### src/rtl/pipeline_hazard_ctrl_if.sv
// pipeline_hazard_ctrl_if: hazard-detection inputs and stall/flush/perf outputs of the hazard controller; master = pipeline side, slave = controller
interface pipeline_hazard_ctrl_if #(parameter int CNT_W = 16);
  logic [4:0] id_rs;
  logic [4:0] id_rt;
  logic id_uses_rt;
  logic ex_MemRead;
  logic [4:0] ex_rt;
  logic branch_taken;
  logic mem_req;
  logic mem_ready;
  logic pc_write;
  logic if_id_write;
  logic id_ex_write;
  logic ex_mem_write;
  logic mem_wb_write;
  logic if_id_flush;
  logic id_ex_flush;
  logic ex_mem_flush;
  logic mem_timeout;
  logic [CNT_W-1:0] stall_cycles;
  logic [CNT_W-1:0] flush_count;
  modport master (
    output id_rs, id_rt, id_uses_rt, ex_MemRead, ex_rt, branch_taken, mem_req, mem_ready,
    input pc_write, if_id_write, id_ex_write, ex_mem_write, mem_wb_write,
    input if_id_flush, id_ex_flush, ex_mem_flush, mem_timeout, stall_cycles, flush_count
  );
  modport slave (
    input id_rs, id_rt, id_uses_rt, ex_MemRead, ex_rt, branch_taken, mem_req, mem_ready,
    output pc_write, if_id_write, id_ex_write, ex_mem_write, mem_wb_write,
    output if_id_flush, id_ex_flush, ex_mem_flush, mem_timeout, stall_cycles, flush_count
  );
endinterface

### src/rtl/pipeline_hazard_ctrl.sv
// pipeline_hazard_ctrl: 5-stage stall/flush sequencer (load-use, branch squash, memory wait with timeout) with saturating perf counters; ports clk, rst, hz (slave)
module pipeline_hazard_ctrl #(
  parameter int MEM_TIMEOUT = 16,
  parameter int CNT_W = 16
) (
  input logic clk,
  input logic rst,
  pipeline_hazard_ctrl_if.slave hz
);
  localparam int WW = $clog2(MEM_TIMEOUT);
  typedef enum logic [1:0] {RUN, MEM_WAIT, ERR} state_t;
  state_t state, state_nx;
  logic [WW-1:0] wcnt, wcnt_nx;
  logic timeout_q, timeout_nx;
  logic [CNT_W-1:0] stall_q, flush_q;
  logic freeze, load_use, br_flush;
  logic [7:0] ctrl;
  assign freeze = (state == RUN && hz.mem_req && !hz.mem_ready) ||
                  (state == MEM_WAIT && !hz.mem_ready) || state == ERR;
  assign load_use = hz.ex_MemRead && hz.ex_rt != 5'd0 &&
                    (hz.ex_rt == hz.id_rs || (hz.id_uses_rt && hz.ex_rt == hz.id_rt));
  assign br_flush = !freeze && hz.branch_taken;
  // {pc, if_id, id_ex, ex_mem, mem_wb writes, if_id, id_ex, ex_mem flushes}
  assign ctrl = rst      ? 8'hFF :
                freeze   ? 8'h00 :
                br_flush ? 8'hFF :
                load_use ? 8'h3A : 8'hF8;
  assign {hz.pc_write, hz.if_id_write, hz.id_ex_write, hz.ex_mem_write, hz.mem_wb_write,
          hz.if_id_flush, hz.id_ex_flush, hz.ex_mem_flush} = ctrl;
  assign hz.mem_timeout = timeout_q;
  assign hz.stall_cycles = stall_q;
  assign hz.flush_count = flush_q;
  always_comb begin
    state_nx = state;
    wcnt_nx = wcnt;
    timeout_nx = timeout_q;
    if (state == RUN && hz.mem_req && !hz.mem_ready) begin
      state_nx = MEM_WAIT;
      wcnt_nx = WW'(1);
    end else if (state == MEM_WAIT) begin
      state_nx = hz.mem_ready ? RUN : (wcnt == WW'(MEM_TIMEOUT - 1)) ? ERR : MEM_WAIT;
      wcnt_nx = hz.mem_ready ? '0 : wcnt + 1'b1;
      timeout_nx = !hz.mem_ready && wcnt == WW'(MEM_TIMEOUT - 1);
    end
  end
  always_ff @(posedge clk) begin
    if (rst) begin
      state <= RUN;
      wcnt <= '0;
      timeout_q <= 1'b0;
      stall_q <= '0;
      flush_q <= '0;
    end else begin
      state <= state_nx;
      wcnt <= wcnt_nx;
      timeout_q <= timeout_nx;
      if (!hz.pc_write && !(&stall_q)) stall_q <= stall_q + 1'b1;
      if (br_flush && !(&flush_q)) flush_q <= flush_q + 1'b1;
    end
  end
endmodule

### src/flat_wrapper.sv
// flat-port wrapper written by rule: the top's interface ports become plain ports
module pipeline_hazard_ctrl_flat 
#(
  parameter int MEM_TIMEOUT = 16,
  parameter int CNT_W = 16
)
  (clk, rst, hz_id_rs, hz_id_rt, hz_id_uses_rt, hz_ex_MemRead, hz_ex_rt, hz_branch_taken, hz_mem_req, hz_mem_ready, hz_pc_write, hz_if_id_write, hz_id_ex_write, hz_ex_mem_write, hz_mem_wb_write, hz_if_id_flush, hz_id_ex_flush, hz_ex_mem_flush, hz_mem_timeout, hz_stall_cycles, hz_flush_count);
  pipeline_hazard_ctrl_if #(.CNT_W(CNT_W)) hz_i ();
  input logic clk;
  input logic rst;
  input wire logic [$bits(hz_i.id_rs)-1:0] hz_id_rs;
  input wire logic [$bits(hz_i.id_rt)-1:0] hz_id_rt;
  input wire logic [$bits(hz_i.id_uses_rt)-1:0] hz_id_uses_rt;
  input wire logic [$bits(hz_i.ex_MemRead)-1:0] hz_ex_MemRead;
  input wire logic [$bits(hz_i.ex_rt)-1:0] hz_ex_rt;
  input wire logic [$bits(hz_i.branch_taken)-1:0] hz_branch_taken;
  input wire logic [$bits(hz_i.mem_req)-1:0] hz_mem_req;
  input wire logic [$bits(hz_i.mem_ready)-1:0] hz_mem_ready;
  output wire logic [$bits(hz_i.pc_write)-1:0] hz_pc_write;
  output wire logic [$bits(hz_i.if_id_write)-1:0] hz_if_id_write;
  output wire logic [$bits(hz_i.id_ex_write)-1:0] hz_id_ex_write;
  output wire logic [$bits(hz_i.ex_mem_write)-1:0] hz_ex_mem_write;
  output wire logic [$bits(hz_i.mem_wb_write)-1:0] hz_mem_wb_write;
  output wire logic [$bits(hz_i.if_id_flush)-1:0] hz_if_id_flush;
  output wire logic [$bits(hz_i.id_ex_flush)-1:0] hz_id_ex_flush;
  output wire logic [$bits(hz_i.ex_mem_flush)-1:0] hz_ex_mem_flush;
  output wire logic [$bits(hz_i.mem_timeout)-1:0] hz_mem_timeout;
  output wire logic [$bits(hz_i.stall_cycles)-1:0] hz_stall_cycles;
  output wire logic [$bits(hz_i.flush_count)-1:0] hz_flush_count;
  assign hz_i.id_rs = hz_id_rs;
  assign hz_i.id_rt = hz_id_rt;
  assign hz_i.id_uses_rt = hz_id_uses_rt;
  assign hz_i.ex_MemRead = hz_ex_MemRead;
  assign hz_i.ex_rt = hz_ex_rt;
  assign hz_i.branch_taken = hz_branch_taken;
  assign hz_i.mem_req = hz_mem_req;
  assign hz_i.mem_ready = hz_mem_ready;
  assign hz_pc_write = hz_i.pc_write;
  assign hz_if_id_write = hz_i.if_id_write;
  assign hz_id_ex_write = hz_i.id_ex_write;
  assign hz_ex_mem_write = hz_i.ex_mem_write;
  assign hz_mem_wb_write = hz_i.mem_wb_write;
  assign hz_if_id_flush = hz_i.if_id_flush;
  assign hz_id_ex_flush = hz_i.id_ex_flush;
  assign hz_ex_mem_flush = hz_i.ex_mem_flush;
  assign hz_mem_timeout = hz_i.mem_timeout;
  assign hz_stall_cycles = hz_i.stall_cycles;
  assign hz_flush_count = hz_i.flush_count;
  pipeline_hazard_ctrl #(.MEM_TIMEOUT(MEM_TIMEOUT), .CNT_W(CNT_W)) u_core (.clk(clk), .rst(rst), .hz(hz_i));
endmodule
### config.mk
export PLATFORM = sky130hd
export DESIGN_NAME = pipeline_hazard_ctrl_flat
export DESIGN_NICKNAME = d
export VERILOG_FILES = /design/src/rtl/pipeline_hazard_ctrl_if.sv /design/src/rtl/pipeline_hazard_ctrl.sv /design/src/flat_wrapper.sv
export SDC_FILE = /design/constraint.sdc
export NUM_CORES = 1
export LEC_CHECK = 0
export ABC_AREA = 1
export ABC_CLOCK_PERIOD_IN_PS = 2400
export CAP_MARGIN = 30
export CORE_ASPECT_RATIO = 1.75
export CORE_MARGIN = 5
export CORE_UTILIZATION = 55
export DETAILED_ROUTE_END_ITERATION = 10
export DONT_BUFFER_PORTS = 1
export PLACE_DENSITY = 0.68
export SLEW_MARGIN = 5
export SYNTH_ARGS = -nofsm -noshare
export SYNTH_HDL_FRONTEND = slang
export SYNTH_SLANG_ARGS = --single-unit
### constraint.sdc
create_clock -name clk -period 2.4 [get_ports clk]
set_clock_uncertainty 0.05 [all_clocks]
set_input_delay 0.48 -clock clk [delete_from_list [all_inputs] [get_ports clk]]
set_output_delay 0.48 -clock clk [all_outputs]
set_load 0.01 [all_outputs]
==> key figures <==
STA
  • Final min period: 2.18 ns
  • TNS Setup: 0 ns
  • Setup WS post-layout: 0.224 ns
  • RSZ-0062 raised after global routing: no
  • Period utilization: 0.907
  • Max-slew violations: 0
  • Final count of hold timing violations: 0
  • Achievable Freq: 460 MHz
  • Measured slew at the worst slew-check pin: 0.454 ns
  • Final setup viols: 0
  • Relative slew slack: 0.695

Logic synthesis
  • Post-synth ARST share: 0
  • Most frequent cells after synthesis: 94 x nand2_1, 40 x nor2_1, 39 x dfxtp_1, 37 x inv_1, 36 x nand3_1
  • Count of cell types in the netlist: 30
  • Flops & latches, synth: 39
  • Synth area leaders: dfxtp_1 33%, nand2_1 15%, nand3_1 7.5%, a21oi_1 6.5%, nor2_1 6.3%
  • Synth Cell Area: 2400 µm²
  • Seq/Total Area, Yosys: 0.326
  • Yosys top cell area share: 0.326
  • Synth warn: 0
  • Synth Instances: 366
  • Top FF cell, synth: dfxtp_1
  • Syn Area/Cell: 6.55 µm²
  • Syn nets: 391
  • Post-synth top area cell: dfxtp_1
  • Post-synth EDFFs: 0
  • Top-count cell post-synth: nand2_1

Critical path
  • Crit path arrival time: 1.65 ns
  • Crit Path Max Fanout: 9
  • Highest-delay cell along the critical path: dfxtp_1
  • Worst path most repeated cell: nand2_1
  • Worst-path cell chain: nor2_1 > nand2_1 > nand4_1 > nand2_1 > inv_2 > nand3_1 > nand2_2 > inv_1
  • Critical Path Source Type: register
  • Worst path max stage delay: 0.37 ns
  • CP Data Required Time: 1.87 ns
  • Buf/Inv on CP: 2
  • Worst Setup Path Type: register to output pin
  • Setup crit end kind: output pin
  • Delay-heaviest family, CP: simple AND/OR/NAND/NOR gates

Pwr
  • Comb power frac: 0.095
  • Switch Pwr: 303 µW
  • Proportion of power drawn by the clock network: 0.353
  • Internal power: 897 µW
  • Reg power frac: 0.552
  • Max VDD drop: 0.000423 V
  • Pwr Total: 1.20 mW
  • Leak pwr: 1.02 nW
  • Sw frac: 0.253
  • Pwr Density: 471 nW/µm²

Global route
  • Initial antenna violation count: 0
  • Vias in the first global route: 2226
  • First-pass GRT wire length: 9.56 mm
  • Tot GR Track Use: 0.208
  • Largest net degree at the start of global routing: 26
  • Gr ovfl total: 0

Clock network
  • TritonCTS Buffers: 5
  • Clock buffer depth: 2
  • TritonCTS clock tree: yes
  • Setup Buffers After CTS: 0
  • Clk pin slew, worst setup/hold paths: 0.08 ns
  • Clock Root Buffer: clkbuf_8
  • Post_cts resized: 0
  • Post-CTS Hold Buffers: 0
  • CTS Sinks: 39
  • Latest clock arrival within the worst-skew pair: 0.29 ns
  • H-tree depth: 2

Route
  • Vias: 2302
  • Wire per inst: 13.6 µm
  • Pre-antenna DRT Iters: 4
  • Detailed-route wire length: 5.75 mm
  • Initial DRC count: 90
  • # DRC: 0
  • Vias/cell: 5.45
  • Routed Antenna Nets: 0

Die
  • I/O pin count: 63
  • Die area: 5830 µm²
  • Die width: 59.9 µm
  • Core area: 4190 µm²
  • Core Rows: 31
  • Die height: 97.4 µm
  • Starting density of the core: 0.573

Finish
  • Layout cell share with drive strength beyond 1: 0.0938
  • Fillers: 425
  • Nets: 397
  • Area grow syn2layout: 6.26%
  • Ant diodes: 0

Run
  • Max Cap Violations: 0

Placement
  • Quantity of I/O buffers inserted on ports: 0
  • Gpl congestion: 0.925
  • Setup slack at placement: 0.384 ns
  • DP HPWL: 4.46 mm

Hold path
  • Min-delay worst type: input pin to register

Run status
  • Run status: complete, no violations
power by group through the flow:
stage               clock [mW]  sequential, mW  combinational (mW)
global route             0.467           0.664               0.131
finish                   0.424           0.663               0.113
detailed placement           0           0.678               0.115
CTS                      0.443           0.663               0.115
floorplan                    0           0.681              0.0993
global placement             0           0.678               0.114
final timing paths:
path | slack (ns) | cells after the start | to | startpoint
hold reg to reg | 0.42 | 2 | u_core.wcnt[3]$_SDFFE_PP0N_ | u_core.wcnt[3]$_SDFFE_PP0N_
setup reg to reg | 0.43 | 7 | u_core.hz.stall_cycles[2]$_SDFFE_PP0P_ | u_core.hz.stall_cycles[1]$_SDFFE_PP0P_
setup / recovery | 0.22 | 8 | hz_pc_write | u_core.state[0]$_SDFFE_PP0P_
hold / removal | 0.19 | 1 | u_core.hz.stall_cycles[7]$_SDFFE_PP0P_ | rst
cell usage in the layout (no fill, tap or decap), types with 2 or more instances in the layout:
master    Yosys  layout
o21ai_0      10      10
nand4_1       8       8
nand2_2       2       2
inv_2         7       7
a22oi_1       2       2
dfxtp_1      39      39
inv_1        37      37
a21oi_2       4       4
clkbuf_1      4       2
a21oi_1      31      31
nand2_1      94      94
ha_1          3       3
nand3_1      36      36
o21bai_1      2       2
clkbuf_8      0       5
xor2_1       10      10
buf_4         5      13
xnor2_1      11      11
nor3_1        7       7
nor2_1       40      40
kinds of logic (layout without fill, tap and decap cells):
family | after synthesis | count (layout) | share of synthesized area
flip-flops | 39 | 39 | 0.326
AO/OA/AOI/OAI | 52 | 52 | 0.120
buffers and inverters | 58 | 65 | 0.106
AND/OR/NAND/NOR | 193 | 193 | 0.355
XOR/XNOR | 21 | 21 | 0.0767
adder cells (fa/ha/maj) | 3 | 3 | 0.0157
routing by layer:
layer | GRT usage | part of all wire | vias up
li1 | - | - | 1184
met1 | 0.204 | 0.36 | 1051
met2 | 0.373 | 0.55 | 53
met3 | 0.0572 | 0.061 | 14
met4 | 0.108 | 0.029 | 0
met5 | 0 | 0 | -
metrics by stage:
stage / hold slack (ns) / std cells / utilization / instance area [µm²]
4_1_cts: 0.183 / 422 / 0.608 / 2550
2_1_floorplan: 0.394 / 366 / - / 2400
5_1_grt: 0.180 / 422 / 0.608 / 2550
3_3_place_gp: 0.402 / 414 / 0.589 / 2470
3_5_place_dp: 0.407 / 414 / 0.589 / 2470
6_report: 0.191 / 422 / 0.608 / 2550
cell type report:
cell class,count,area (µm²),share of cell area
Sequential cell,39,781,0.306
Multi-Input combinational cell,269,1360,0.535
Clock inverter,1,5.00,0.00196
Timing Repair Buffer,13,97.6,0.0383
Tap cell,49,61.3,0.0241
Clock buffer,7,76.3,0.0299
Inverter,44,165,0.0648
registers in the layout, summed over array words and instances, names as in the netlist:
register / count
u_core.hz.flush_count: 16
u_core.hz.stall_cycles: 16
u_core.wcnt: 4
u_core.state: 2
u_core.hz.mem_timeout: 1
Note: power is estimated with default switching activity, not from simulation.
